[src/rtl/dtree_node_mem.sv]
// Decision-tree node store: serial configuration load, combinational node reads.
// Optional macro NODE_MEM_READBACK_EN adds a delayed serial readback on cfg_dout.
module dtree_node_mem #(
    parameter int FEATURES      = 3,
    parameter int COEFF_WIDTH   = 4,
    parameter int BIAS_WIDTH    = 10,
    parameter int MAX_CLUSTERS  = 5,
    parameter int CHANNEL_COUNT = 1,
    localparam int NODES_PER_CH = MAX_CLUSTERS - 1,
    localparam int NODE_SIZE    = 2 + FEATURES + (FEATURES - 1) * COEFF_WIDTH + BIAS_WIDTH + 1,
    localparam int TOTAL        = CHANNEL_COUNT * NODES_PER_CH,
    localparam int CH_W         = (CHANNEL_COUNT > 1) ? $clog2(CHANNEL_COUNT) : 1,
    localparam int NI_W         = $clog2(MAX_CLUSTERS),
    localparam int AW           = (TOTAL > 1) ? $clog2(TOTAL) : 1
) (
    input  logic                 clk,
    input  logic                 reset,
    input  logic                 cfg_start,
    input  logic                 cfg_valid,
    input  logic                 cfg_bit,
    output logic                 cfg_dout,
    output logic                 cfg_error,
    output logic                 mem_ready,
    input  logic [CH_W-1:0]      ch_index,
    input  logic [NI_W-1:0]      node_index,
    input  logic                 read_mem,
    output logic [NODE_SIZE-1:0] node_data
);

    localparam int BC_W = $clog2(NODE_SIZE);
    localparam logic [BC_W-1:0] LAST_BIT  = BC_W'(NODE_SIZE - 1);
    localparam logic [AW-1:0]   LAST_ADDR = AW'(TOTAL - 1);
`ifdef NODE_MEM_READBACK_EN
    localparam int SR_W = NODE_SIZE;
`else
    localparam int SR_W = NODE_SIZE - 1;
`endif

    typedef enum logic [1:0] {
        IDLE  = 2'd0,
        LOAD  = 2'd1,
        READY = 2'd2
    } state_t;

    state_t              state;
    state_t              state_nxt;
    logic [BC_W-1:0]     bit_cnt;
    logic [AW-1:0]       word_addr;
    logic [SR_W-1:0]     shift_reg;
    logic [NODE_SIZE-1:0] mem [TOTAL];
    logic [15:0]         rd_cnt;
    logic                load_bit;
    logic                word_done;
    logic                err_set;
    logic [AW-1:0]       rd_addr;

    // cfg_start overrides everything, so a bit arriving with it is dropped.
    always_comb begin
        // NOTE: every output of this block gets a default first, so no latches are inferred.
        state_nxt = state;
        load_bit  = 1'b0;
        word_done = 1'b0;
        err_set   = 1'b0;
        if (cfg_start) begin
            state_nxt = LOAD;
        end else begin
            case (state)
                IDLE:  err_set = cfg_valid;
                LOAD: begin
                    if (cfg_valid) begin
                        load_bit = 1'b1;
                        if (bit_cnt == LAST_BIT) begin
                            word_done = 1'b1;
                            if (word_addr == LAST_ADDR) state_nxt = READY;
                        end
                    end
                end
                READY: err_set = cfg_valid;
                default: state_nxt = IDLE;
            endcase
        end
    end

    always_ff @(posedge clk) begin
        if (reset) state <= IDLE;
        else       state <= state_nxt;
    end

    always_ff @(posedge clk) begin
        if (reset || cfg_start) begin
            bit_cnt   <= '0;
            word_addr <= '0;
            shift_reg <= '0;
            cfg_error <= 1'b0;
        end else begin
            if (err_set) cfg_error <= 1'b1;
            if (load_bit) begin
                shift_reg <= {shift_reg[SR_W-2:0], cfg_bit};
                bit_cnt   <= word_done ? '0 : bit_cnt + 1'b1;
                if (word_done) word_addr <= word_addr + 1'b1;
            end
        end
    end

    // NOTE: the node array is deliberately left out of reset; committed words survive it.
    always_ff @(posedge clk) begin
        if (word_done) mem[word_addr] <= {shift_reg[NODE_SIZE-2:0], cfg_bit};
    end

    always_ff @(posedge clk) begin
        if (reset)                        rd_cnt <= '0;
        else if (read_mem && rd_cnt != '1) rd_cnt <= rd_cnt + 1'b1;
    end

    assign mem_ready = (state == READY);

    always_comb begin
        node_data = '0;
        rd_addr   = AW'(32'(ch_index) * 32'(NODES_PER_CH) + 32'(node_index));
        if (32'(ch_index) < 32'(CHANNEL_COUNT) && 32'(node_index) < 32'(NODES_PER_CH))
            node_data = mem[rd_addr];
    end

`ifdef NODE_MEM_READBACK_EN
    logic dout_q;

    always_ff @(posedge clk) begin
        if (reset || cfg_start) dout_q <= 1'b0;
        else if (load_bit)      dout_q <= shift_reg[NODE_SIZE-1];
    end

    assign cfg_dout = dout_q & (state == LOAD);
`else
    assign cfg_dout = 1'b0;
`endif

endmodule

[config.mk]
export PLATFORM = sky130hd
export DESIGN_NAME = dtree_node_mem
export DESIGN_NICKNAME = d
export VERILOG_FILES = /design/src/rtl/dtree_node_mem.sv
export SDC_FILE = /design/constraint.sdc
export NUM_CORES = 1
export LEC_CHECK = 0
export ABC_AREA = 1
export CAP_MARGIN = 20
export CORE_MARGIN = 4
export CORE_UTILIZATION = 58
export CTS_CLUSTER_DIAMETER = 200
export DETAILED_ROUTE_END_ITERATION = 10
export MAX_ROUTING_LAYER = met4
export PLACE_DENSITY = 0.8
export SLEW_MARGIN = 20
export SYNTH_ARGS = -nofsm -noshare
export SYNTH_HDL_FRONTEND = slang
export SYNTH_SLANG_ARGS = --single-unit
[constraint.sdc]
create_clock -name clk -period 3.1 [get_ports clk]
set_clock_uncertainty 0.05 [all_clocks]
set_input_delay 0.93 -clock clk [delete_from_list [all_inputs] [get_ports clk]]
set_output_delay 0.93 -clock clk [all_outputs]
set_load 0.01 [all_outputs]
==> results.yml <==
cts:
  worstSkewPairLatency_ns: 0.52
  cts_made_buffers: 17
  path_clk_slew_ns: 0.06
  cts_buffer_depth: 2
  clkSinkCount: 129
  root_buffer: "clkbuf_8"
  tritoncts: "done"
  cts_hold_buf: 0
  cts_htree_levels: 4
worst_setup_path:
  start_kind: "input port"
  r2r-start: "bit_cnt[0]$_SDFFE_PP0P_"
  reg2reg_to: "mem[1][0]$_DFFE_PP_"
  criticalPathCategory: "in -> out"
  r2r_cells: 6
  cp.required_ns: 2.12
  rrSetupSlack_ns: 1.06
  crit_arrival_ns: 2.07
  critical_path.max_fanout: 10
  end_kind: "primary output"
detailed_routing:
  avgRoutedWirePerCell_um: 17.9
  num_vias: 3661
  drt-pass1-iter-count: 5
  routed_wl_um: 11500
  vias_per_cell: 5.70
  drt_iter0_drc: 229
  ant_nets: 0
  drc: 0
floorplanning:
  row_count: 33
  ios: 37
  die_h_um: 102
  die_area_mm2: 0.0103
  core_mm2: 0.00838
  initial_core_util_pct: 60.7
  dieWidth_um: 102
placement:
  place_ws_ns: -0.649
  place_area_mm2: 0.00565
  hpwl_um: 6260
  dp_cells: 607
  portBuffers: 34
  gp_congestion: 0.747
synthesis:
  synth-seq-cells: 129
  yosysWarnings: 0
  syn-num-nets: 485
  yosysUniqueCellTypes: 22
  syn_area_mm2: 0.00508
  syn-instance-count: 470
  postSynthAreaPerCell_um2: 10.8
  seq_area_frac_synth_pct: 69.7
global_routing:
  grt_max_degree: 28
  grt_pass1_wl_um: 18500
  grt_overflow: 0
  grt_use_total_pct: 24.9
  antenna_found_initial: 0
  grt_pass1_vias: 3863
final_layout:
  largest_register_ff_count: 96
  final_layout_size_suffix_gt1_share_pct: 19.0
  fin_cells: 642
  final_util_pct: 74.2
  synthToLayoutAreaGrowth_pct: 22.3
  fillers: 529
  nets: 539
  mostFrequentLayoutCell: "nor2_1"
  final_area_mm2: 0.00622
  layout_common_cells: "151 x nor2_1, 96 x edfxtp_1, 47 x o21ai_0"
  diodes: 0
power:
  clkPwrFrac_pct: 47.6
  internal-power_mw: 3.12
  p_sw_share_pct: 21.1
  max-vdd-ir-drop_v: 0.000386
  total_power_mw: 3.95
  seqPwrFrac_pct: 47.3
  switchingPower_mw: 0.835
  power_leakage_nw: 2.53
  combinationalPowerShare_pct: 5.1
  p_per_area_mw_per_mm2: 635
timing:
  setup_slack_ns: 0.0522
  rsz0062_at_grt: "false"
  slew_violations: 0
  setup_viol: 0
  hold_viol: 0
  post-route-period-util_pct: 98.3
  hold_ws_ns: 0.432
  fmax_mhz: 328
  fin_crit_ns: 3.05
  tns_ns: 0
worst_hold_path:
  holdPathEnd: "bit_cnt[2]$_SDFFE_PP0P_"
  min_from: "bit_cnt[2]$_SDFFE_PP0P_"
  hp-class: "reg -> reg"
  min_delay_path_depth: 2
status:
  status: "complete, no violations"
job:
  maxCapViolCount: 0
worst max path at each step:
stage / start / endpoint / slack, ns / cells past startpoint
final: ch_index / node_data[3] / 0.05 / 5
after detailed placement: node_index[0] / node_data[21] / -0.65 / 8
after global routing: ch_index / node_data[15] / 0.004 / 5
after CTS: ch_index / node_data[1] / -0.02 / 5
after floorplan: cfg_valid / mem[3][0]$_DFFE_PP_ / 0.24 / 5
after global placement: node_index[0] / node_data[21] / -0.61 / 8
power groups by stage:
stage | registers, mW | logic [mW] | clock network (mW)
floorplan | 1.90 | 0.111 | 0
global placement | 1.90 | 0.181 | 0
detailed placement | 1.90 | 0.187 | 0
CTS | 1.87 | 0.199 | 1.88
global route | 1.87 | 0.222 | 1.97
finish | 1.87 | 0.201 | 1.88
critical path, stage by stage:
cell             delay (ns)
clkdlybuf4s50_1        0.39
or2_4                  0.27
buf_6                  0.15
a21oi_1                0.16
buf_2                  0.16
timing repair:
action | CTS | global route
setup buffers | 1 | 0
endpoints found under the hold margin | 0 | 0
gates resized for setup | 111 | 13
setup endpoints to repair | 24 | 17
pin swaps | 10 | 1
gates cloned | 2 | 0
cell type report:
type | instances | area [µm²] | area share, %
clock buffer | 22 | 453 | 7.28
clock inverter | 10 | 111 | 1.79
inverter | 20 | 77.6 | 1.25
multi-input combinational | 296 | 1360 | 21.9
sequential | 129 | 3540 | 57.0
tap | 105 | 131 | 2.11
timing repair buffer | 60 | 542 | 8.71
cell usage after synthesis, drive strengths merged:
| library cell | n | area [µm²] |
|---|---|---|
| or2 | 1 | 6.26 |
| nand2 | 22 | 90.1 |
| nor2 | 159 | 607 |
| clkbuf | 7 | 28.8 |
| conb | 1 | 3.75 |
| buf | 18 | 123 |
| o21ai | 72 | 360 |
| edfxtp | 96 | 2880 |
| dfxtp | 33 | 661 |
| inv | 20 | 75.1 |
| ha | 5 | 62.6 |
| nand3 | 6 | 35.0 |
| a21oi | 30 | 150 |
kinds of logic (layout without fill, tap and decap cells):
group	Yosys count	in the layout	synth area share, %
fa+ha+maj	5	5	1.23
compound gates	102	102	10.0
buf+inv	45	112	4.45
simple gates	188	188	14.5
other cells	1	1	0.0737
flops	129	129	69.7
routing by layer:
metal	share of wire [%]	track usage (%)	wire length, µm
met2	52	41.6	6000
met1	38	28.0	4380
met4	2.4	11.6	281
met5	0	-	0
met3	7.1	6.27	814
(Power assumes the default switching activity.)
